===== src/rtl/hist_pkg.sv =====
// rtl/hist_pkg.sv - shared types and constants for the histogram top-k engine
//
// Holds the engine state enum, the count-width derivation and the length of
// the pipeline drain phase. Imported by hist_topk_engine and its sub-modules.
package hist_pkg;

    typedef enum logic [1:0] {
        ST_IDLE    = 2'd0,
        ST_COLLECT = 2'd1,
        ST_READ    = 2'd2,
        ST_FLUSH   = 2'd3
    } state_t;

    // One extra bit over the frame address so a count of LENGTH fits.
    function automatic int cnt_width(input int length_size);
        return length_size + 1;
    endfunction

    // Cycles spent in FLUSH so the read/sum/insert pipelines drain.
    localparam int FLUSH_CYCLES = 3;

endpackage


===== src/rtl/hist_topk_sorter.sv =====
// rtl/hist_topk_sorter.sv - TOP_K insertion chain ranking (bin, count) pairs
//
// Ports:
//   clk, rst          clock, synchronous active-high reset
//   clr               synchronous clear of every slot
//   in_valid          an incoming (in_data, in_count) pair is offered
//   in_data/in_count  bin value and its count
//   out_data/out_count ranked slots, rank 0 in the LSBs
module hist_topk_sorter #(
    parameter int TOP_K     = 3,
    parameter int DATA_SIZE = 4,
    parameter int CNT_W     = 7
) (
    input  logic                       clk,
    input  logic                       rst,
    input  logic                       clr,
    input  logic                       in_valid,
    input  logic [DATA_SIZE-1:0]       in_data,
    input  logic [CNT_W-1:0]           in_count,
    output logic [TOP_K*DATA_SIZE-1:0] out_data,
    output logic [TOP_K*CNT_W-1:0]     out_count
);

    logic [DATA_SIZE-1:0] slot_data_q [TOP_K];
    logic [DATA_SIZE-1:0] slot_data_d [TOP_K];
    logic [CNT_W-1:0]     slot_cnt_q  [TOP_K];
    logic [CNT_W-1:0]     slot_cnt_d  [TOP_K];
    logic                 prev_gt;
    logic                 cur_gt;
    logic [DATA_SIZE-1:0] carry_data;
    logic [CNT_W-1:0]     carry_cnt;

    // Slots stay sorted non-increasing, so "in_count > slot" is monotone down
    // the chain: the first slot that loses takes the new pair, every slot
    // after it takes its predecessor. Strict compare keeps earlier bins ahead
    // on ties, and a zero count can never win.
    always_comb begin
        slot_data_d = slot_data_q;
        slot_cnt_d  = slot_cnt_q;
        prev_gt     = 1'b0;
        cur_gt      = 1'b0;
        carry_data  = '0;
        carry_cnt   = '0;
        for (int j = 0; j < TOP_K; j++) begin
            cur_gt = in_count > slot_cnt_q[j];
            if (clr) begin
                slot_data_d[j] = '0;
                slot_cnt_d[j]  = '0;
            end else if (in_valid) begin
                if (prev_gt) begin
                    slot_data_d[j] = carry_data;
                    slot_cnt_d[j]  = carry_cnt;
                end else if (cur_gt) begin
                    slot_data_d[j] = in_data;
                    slot_cnt_d[j]  = in_count;
                end
            end
            carry_data = slot_data_q[j];
            carry_cnt  = slot_cnt_q[j];
            prev_gt    = cur_gt;
        end
    end

    always_ff @(posedge clk) begin
        if (rst) begin
            for (int j = 0; j < TOP_K; j++) begin
                slot_data_q[j] <= '0;
                slot_cnt_q[j]  <= '0;
            end
        end else begin
            slot_data_q <= slot_data_d;
            slot_cnt_q  <= slot_cnt_d;
        end
    end

    always_comb begin
        out_data  = '0;
        out_count = '0;
        for (int j = 0; j < TOP_K; j++) begin
            out_data[j*DATA_SIZE +: DATA_SIZE] = slot_data_q[j];
            out_count[j*CNT_W +: CNT_W]        = slot_cnt_q[j];
        end
    end

endmodule


===== src/rtl/hist_topk_engine.sv =====
// rtl/hist_topk_engine.sv - banked frame histogram with replay and top-k ranking
//
// Collects LENGTH samples round-robin into CHANNELS histogram banks, then
// replays the frame and ranks the TOP_K most frequent bins.
// Build option HTE_FRAME_OUT_EN: when defined, frame storage and the replay
// pipeline are built; otherwise fram_* are tied to 0 and READ covers only the
// DATA_NUM histogram bins.
//
// Ports:
//   clk, rst            clock, synchronous active-high reset
//   start               begin a frame (honoured in IDLE only)
//   in_valid/in_data    sample input, accepted while in_ready is high
//   in_ready, busy      COLLECT / not-IDLE status
//   fram_en/add/data    replayed frame sample stream
//   sort_valid          one-cycle pulse when max_data/max_count are final
//   max_data/max_count  ranked bins and counts, rank 0 in the LSBs
module hist_topk_engine
    import hist_pkg::*;
#(
    parameter  int DATA_SIZE   = 4,
    parameter  int LENGTH      = 64,
    parameter  int LENGTH_SIZE = 6,
    parameter  int CHANNELS    = 4,
    parameter  int TOP_K       = 3,
    localparam int CNT_W       = cnt_width(LENGTH_SIZE)
) (
    input  logic                       clk,
    input  logic                       rst,
    input  logic                       start,
    input  logic                       in_valid,
    input  logic [DATA_SIZE-1:0]       in_data,
    output logic                       in_ready,
    output logic                       busy,
    output logic                       fram_en,
    output logic [LENGTH_SIZE-1:0]     fram_add,
    output logic [DATA_SIZE-1:0]       fram_data,
    output logic                       sort_valid,
    output logic [TOP_K*DATA_SIZE-1:0] max_data,
    output logic [TOP_K*CNT_W-1:0]     max_count
);

    localparam int DATA_NUM = 1 << DATA_SIZE;
`ifdef HTE_FRAME_OUT_EN
    localparam int READ_LEN = LENGTH;
`else
    localparam int READ_LEN = DATA_NUM;
`endif

    state_t                 state_q, state_d;
    logic [LENGTH_SIZE-1:0] wr_cnt_q, wr_cnt_d, rd_idx_q, rd_idx_d;
    logic [1:0]             flush_cnt_q, flush_cnt_d;
    logic                   accept, clear, rd_issue, hist_issue, last_bin;

    logic [CNT_W-1:0]       hist_q [CHANNELS][DATA_NUM];
    logic [CNT_W-1:0]       hist_d [CHANNELS][DATA_NUM];
    logic [CNT_W-1:0]       hrd_q  [CHANNELS];
    logic [CNT_W-1:0]       hrd_d  [CHANNELS];
    logic                   hvld_q, hvld_d, hlast_q, hlast_d;
    logic [DATA_SIZE-1:0]   hbin_q, hbin_d, sum_bin_q, sum_bin_d;
    logic [CNT_W-1:0]       sum_q, sum_d;
    logic                   sum_vld_q, sum_vld_d, sum_last_q, sum_last_d;
    logic                   ins_last_q, ins_last_d, sort_valid_q, sort_valid_d;

    always_ff @(posedge clk) begin
        if (rst) state_q <= ST_IDLE;
        else     state_q <= state_d;
    end

    always_comb begin
        state_d = state_q;
        case (state_q)
            ST_IDLE:    if (start) state_d = ST_COLLECT;
            ST_COLLECT: if (accept && 32'(wr_cnt_q) == LENGTH - 1) state_d = ST_READ;
            ST_READ:    if (32'(rd_idx_q) == READ_LEN - 1) state_d = ST_FLUSH;
            ST_FLUSH:   if (32'(flush_cnt_q) == FLUSH_CYCLES - 1) state_d = ST_IDLE;
            default:    state_d = ST_IDLE;
        endcase
    end

    always_comb begin
        in_ready   = (state_q == ST_COLLECT);
        busy       = (state_q != ST_IDLE);
        clear      = (state_q == ST_IDLE) && start;
        accept     = in_ready && in_valid;
        rd_issue   = (state_q == ST_READ);
        hist_issue = rd_issue && (32'(rd_idx_q) < DATA_NUM);
        last_bin   = rd_issue && (32'(rd_idx_q) == DATA_NUM - 1);
    end

    always_comb begin
        wr_cnt_d    = clear ? '0 : (accept ? wr_cnt_q + 1'b1 : wr_cnt_q);
        rd_idx_d    = (rd_issue && state_d == ST_READ) ? rd_idx_q + 1'b1 : '0;
        flush_cnt_d = (state_q == ST_FLUSH) ? flush_cnt_q + 1'b1 : '0;

        // Banks are flop arrays updated in place, so consecutive hits on the
        // same bin (only possible with one bank) accumulate without forwarding.
        hist_d = hist_q;
        for (int c = 0; c < CHANNELS; c++) begin
            for (int b = 0; b < DATA_NUM; b++) begin
                if (clear) hist_d[c][b] = '0;
            end
            if (accept && (32'(wr_cnt_q) % CHANNELS) == c)
                hist_d[c][in_data] = hist_q[c][in_data] + 1'b1;
        end

        // Read stage, then full-width sum stage; the total never exceeds LENGTH.
        hvld_d  = hist_issue;
        hlast_d = last_bin;
        hbin_d  = rd_idx_q[DATA_SIZE-1:0];
        sum_d   = '0;
        for (int c = 0; c < CHANNELS; c++) begin
            hrd_d[c] = hist_q[c][rd_idx_q[DATA_SIZE-1:0]];
            sum_d    = sum_d + hrd_q[c];
        end
        sum_vld_d    = hvld_q;
        sum_bin_d    = hbin_q;
        sum_last_d   = hlast_q;
        ins_last_d   = sum_last_q;
        sort_valid_d = ins_last_q;
    end

    always_ff @(posedge clk) begin
        if (rst) begin
            wr_cnt_q     <= '0;
            rd_idx_q     <= '0;
            flush_cnt_q  <= '0;
            for (int c = 0; c < CHANNELS; c++) begin
                hrd_q[c] <= '0;
                for (int b = 0; b < DATA_NUM; b++) hist_q[c][b] <= '0;
            end
            hvld_q       <= 1'b0;
            hlast_q      <= 1'b0;
            hbin_q       <= '0;
            sum_q        <= '0;
            sum_vld_q    <= 1'b0;
            sum_bin_q    <= '0;
            sum_last_q   <= 1'b0;
            ins_last_q   <= 1'b0;
            sort_valid_q <= 1'b0;
        end else begin
            wr_cnt_q     <= wr_cnt_d;
            rd_idx_q     <= rd_idx_d;
            flush_cnt_q  <= flush_cnt_d;
            hist_q       <= hist_d;
            hrd_q        <= hrd_d;
            hvld_q       <= hvld_d;
            hlast_q      <= hlast_d;
            hbin_q       <= hbin_d;
            sum_q        <= sum_d;
            sum_vld_q    <= sum_vld_d;
            sum_bin_q    <= sum_bin_d;
            sum_last_q   <= sum_last_d;
            ins_last_q   <= ins_last_d;
            sort_valid_q <= sort_valid_d;
        end
    end

    assign sort_valid = sort_valid_q;

    hist_topk_sorter #(
        .TOP_K     (TOP_K),
        .DATA_SIZE (DATA_SIZE),
        .CNT_W     (CNT_W)
    ) u_sorter (
        .clk       (clk),
        .rst       (rst),
        .clr       (clear),
        .in_valid  (sum_vld_q),
        .in_data   (sum_bin_q),
        .in_count  (sum_q),
        .out_data  (max_data),
        .out_count (max_count)
    );

`ifdef HTE_FRAME_OUT_EN
    localparam int WORDS      = LENGTH / CHANNELS;
    localparam int WORD_W     = (WORDS > 1) ? $clog2(WORDS) : 1;
    localparam int BANK_SHIFT = $clog2(CHANNELS);

    logic [WORD_W-1:0]             wr_word, rd_word;
    logic [CHANNELS*DATA_SIZE-1:0] ram_rdata;
    logic                          fen1_q, fen1_d, fram_en_q, fram_en_d;
    logic [LENGTH_SIZE-1:0]        fadd1_q, fadd1_d, fram_add_q, fram_add_d;
    logic [DATA_SIZE-1:0]          fram_data_q, fram_data_d;

    assign wr_word = WORD_W'(wr_cnt_q >> BANK_SHIFT);
    assign rd_word = WORD_W'(rd_idx_q >> BANK_SHIFT);

    // Sample n lives in bank n mod CHANNELS at word n / CHANNELS.
    for (genvar c = 0; c < CHANNELS; c++) begin : g_frame_bank
        logic [DATA_SIZE-1:0] frame_mem [WORDS];
        logic [DATA_SIZE-1:0] rdata;
        always_ff @(posedge clk) begin
            if (accept && (32'(wr_cnt_q) % CHANNELS) == c) frame_mem[wr_word] <= in_data;
            rdata <= frame_mem[rd_word];
        end
        assign ram_rdata[c*DATA_SIZE +: DATA_SIZE] = rdata;
    end

    always_comb begin
        fen1_d      = rd_issue;
        fadd1_d     = rd_idx_q;
        fram_en_d   = fen1_q;
        fram_add_d  = fram_add_q;
        fram_data_d = fram_data_q;
        if (clear) begin
            fram_add_d  = '0;
            fram_data_d = '0;
        end else if (fen1_q) begin
            fram_add_d = fadd1_q;
            for (int c = 0; c < CHANNELS; c++) begin
                if ((32'(fadd1_q) % CHANNELS) == c)
                    fram_data_d = ram_rdata[c*DATA_SIZE +: DATA_SIZE];
            end
        end
    end

    always_ff @(posedge clk) begin
        if (rst) begin
            fen1_q      <= 1'b0;
            fadd1_q     <= '0;
            fram_en_q   <= 1'b0;
            fram_add_q  <= '0;
            fram_data_q <= '0;
        end else begin
            fen1_q      <= fen1_d;
            fadd1_q     <= fadd1_d;
            fram_en_q   <= fram_en_d;
            fram_add_q  <= fram_add_d;
            fram_data_q <= fram_data_d;
        end
    end

    assign fram_en   = fram_en_q;
    assign fram_add  = fram_add_q;
    assign fram_data = fram_data_q;
`else
    assign fram_en   = 1'b0;
    assign fram_add  = '0;
    assign fram_data = '0;
`endif

endmodule


===== config.mk =====
export PLATFORM = sky130hd
export DESIGN_NAME = hist_topk_engine
export DESIGN_NICKNAME = d
export VERILOG_FILES = /design/src/rtl/hist_pkg.sv /design/src/rtl/hist_topk_sorter.sv /design/src/rtl/hist_topk_engine.sv
export SDC_FILE = /design/constraint.sdc
export NUM_CORES = 1
export LEC_CHECK = 0
export ABC_AREA = 0
export BUFFER_PORTS_ARGS = -buffer_cell sky130_fd_sc_hd__buf_2
export CAP_MARGIN = 15
export CELL_PAD_IN_SITES_DETAIL_PLACEMENT = 0
export CELL_PAD_IN_SITES_GLOBAL_PLACEMENT = 1
export CORE_MARGIN = 2
export CORE_UTILIZATION = 54
export DETAILED_ROUTE_END_ITERATION = 8
export PLACE_DENSITY_LB_ADDON = 0.1
export RECOVER_POWER = 25
export SYNTH_ARGS = -nofsm -noshare
export SYNTH_HDL_FRONTEND = slang
export SYNTH_SLANG_ARGS = --single-unit

===== constraint.sdc =====
create_clock -name clk -period 7.9 [get_ports clk]
set_input_delay 0 -clock clk [delete_from_list [all_inputs] [get_ports clk]]
set_output_delay 0 -clock clk [all_outputs]
set_load 0.05 [all_outputs]

==> impl_metrics.csv <==
group,metric,value,unit
die,die_y,231,microns
sta,final_max_slew_viol_count,454,
worst_setup_path,crit_start,"rd_idx_q[0]$_SDFF_PP0_",
worst_setup_path,worstSetupStartpointType,"register",
place,place_inst,3462,
place,port_buffers,43,
place,dp_hpwl,55700,microns
power,cellPowerDensity,197,nW/um^2
die,initial_utilization,54.5,%
worst_setup_path,criticalPathCategory,"reg2reg",
drt,post_drt_wl_per_cell,25.3,microns
clocking,root_buffer,"clkbuf_16",
clocking,cts.reportedPaths.clkPinSlew,0.06,ns
worst_setup_path,worst_setup_path_end_kind,"register",
run,maxCapViolCount,6,
sta,fmax,0.186,GHz
hold_path,worstHoldPathType,"reg2reg",
sta,finalCritPeriodShare,68.0,%
final_layout,layout-drive-gt1-share,14.3,%
logic_synthesis,syn_inst,2948,
sta,worst_slack,2.53,ns
grt,grt_overflow,0,
drt,drc,0,
run_status,outcome,"finished with violations",
hold_path,hp-start,"flush_cnt_q[0]$_SDFF_PP0_",
drt,vias,23690,
clocking,clk_latency,0.64,ns
worst_setup_path,critPathArrivalTime,5.85,ns
grt,grt_max_degree,207,
final_layout,area_growth_syn_to_layout,8.57,%
sta,rsz0062_at_grt,"false",
grt,grt_pass1_vias,22589,
logic_synthesis,synth_cell_types,56,
logic_synthesis,synth_top_family_by_area,"multiplexers",
sta,max_slew_margin,-216,%
logic_synthesis,ys_seq_area_share,39.2,%
run_status,violations,"capacitance limit, slew limit",
power,vdd_drop_max,0.000153,V
sta,clock_skew,0.0239,ns
final_layout,finalNetCount,2911,
logic_synthesis,synth.cell_area,27900,sq um
clocking,cts.sinks,546,
logic_synthesis,synth-xor-area-share,1.09,%
sta,worst_slew_pin_slew,4.74,ns
logic_synthesis,synth.avg_cell_area,9.46,sq um
clocking,max-clock-path-buffers,3,
sta,hold_slack,0.413,ns
worst_setup_path,reg2reg_from,"rd_idx_q[0]$_SDFF_PP0_",
final_layout,final_cell_area,30300,sq um
die,die_area,53500,sq um
logic_synthesis,synth_compound_area_share,12.5,%
grt,antenna_found_initial,0,
grt,grt_first_pass_wirelength,137000,microns
power,p_leak,9.78,nW
drt,viasPerCell,6.62,
logic_synthesis,yosys.area_share.simple,18.1,%
power,report.power.total,5.96,mW
final_layout,final_core_util,59.2,%
worst_setup_path,critPathMaxFanout,91,
logic_synthesis,synth_ff_type,"dfxtp_1",
sta,finalSetupViolations,0,
grt,grt.total_usage,33.6,%
final_layout,diodes,0,
drt,routed_wl,90700,microns
drt,drt-pass1-iter-count,6,
place,dpl_cell_area,28200,sq um
place,pre_cts_slack,3.34,ns
place,gp_congestion,0.841,
logic_synthesis,synthArstFlopShare,0,%
drt,ant_nets,0,
logic_synthesis,ys.warnings.count,0,
die,core_region_area,51200,sq um
clocking,numCtsBuffers,60,
logic_synthesis,synthAdderAreaFrac,2.52,%
clocking,cts_tree,"done",
logic_synthesis,synth_edf_count,0,
final_layout,finalNonFillerCells,3581,
logic_synthesis,synth-seq-cells,546,
die,fp.dieW,231,microns
logic_synthesis,synthMuxAreaShare,21.6,%
clocking,htree_levels,2,
die,ios,55,
worst_setup_path,cp_data_required_time,8.38,ns
drt,drt_iter0_markers,2585,
die,num_rows,83,
sta,post-route-min-period,5.37,ns
sta,finalHoldViolations,0,
clocking,cts_setup_buffers,0,
sta,fin_tns_setup,0,ns
state kept, by name, indices dropped and copies added (netlist names):
signal and flops:
hvld_q 1, rd_idx_q 6, ins_last_q 1, u_sorter.out_count 14, u_sorter.carry_data 4, state_q 2
hlast_q 1, sum_q 7, u_sorter.carry_cnt 7, sum_vld_q 1, hrd_q 28, hbin_q 4
hist_q 448, ins_last_d 1, u_sorter.out_data 8, sum_bin_q 4, sort_valid 1, wr_cnt_q 6
flush_cnt_q 2
critical path: stages (launching register included):
cell and delay [ns]:
dfxtp_4 0.69, clkbuf_2 2.83, mux4_2 0.77, mux4_2 0.55, and2_1 0.26
cell usage in the layout (no fill, tap or decap), types with 24 or more instances in the layout:
cell and n:
a21oi_1 277, a22oi_1 40, a31oi_1 66, and2_1 28, buf_4 32, clkbuf_1 56
clkbuf_16 61, dfxtp_1 542, ha_1 37, inv_1 64, mux2i_1 43, mux4_2 243
nand2_1 359, nand3_1 423, nor2_1 239, nor2b_1 24, o21ai_0 99, o31ai_1 42
routing by layer:
metal / wire [microns] / vias to the layer above / track usage [%]
li1: - / 10549 / -
met1: 36800 / 11616 / 46.7
met2: 40900 / 1290 / 51.7
met3: 9320 / 235 / 6.96
met4: 3600 / 0 / 13.2
met5: 0 / - / 0
layout make-up:
class,count,area [sq um]
multi-input cells,2094,15600
inverters,64,240
flip-flops and latches,546,10900
fillers,4467,20900
clock buffers,89,1760
well taps,680,851
repair buffers,88,561
clock inverters,20,282
report_power, final:
part	total [mW]	internal, mW	switching (mW)
registers	2.76	2.75	0.00162
logic	0.266	0.0512	0.214
clock network	2.94	1.76	1.18
total	5.96	4.56	1.40
timing repair:
action,4_1_cts,5_1_grt
hold buffers,4,0
hold endpoints to repair,104,0
gates resized for setup,0,0
cells in the mapped netlist (26+ instances only):
cell      instances  share of area (%)
dfxtp_1         546                 39
mux4_2          243                 20
a31oi_1          66                1.5
inv_1            64               0.86
nand3_1         423                7.6
nand2_1         360                4.8
and2_1           31               0.70
ha_1             37                1.7
nor2b_1          26               0.58
a22oi_1          40                1.1
nor2_1          240                3.2
o21ai_0         101                1.8
mux2i_1          43                1.5
clkbuf_1        191                2.6
a21oi_1         278                5.0
o31ai_1          42                1.1
kinds of logic (layout without fill, tap and decap cells):
group                      count (synthesis)  after routing
AOI/OAI and AO/OA                        582            582
xor gates and xnor gates                  33             33
adders and majority gates                 49             49
buffers and inverters                    318            261
DFF                                      546            546
muxes                                    291            291
other                                      1             11
and+or+nand+nor                         1128           1128
final timing paths:
path	endpoint	slack, ns	depth (start not counted)
worst max-delay path	hrd_q[14]$_SDFF_PP0_	2.53	4
worst min-delay path	flush_cnt_q[0]$_SDFF_PP0_	0.41	1
worst max register to register	hrd_q[14]$_SDFF_PP0_	2.53	4
worst min register to register	flush_cnt_q[0]$_SDFF_PP0_	0.41	1
Note: power is estimated with default switching activity, not from simulation.
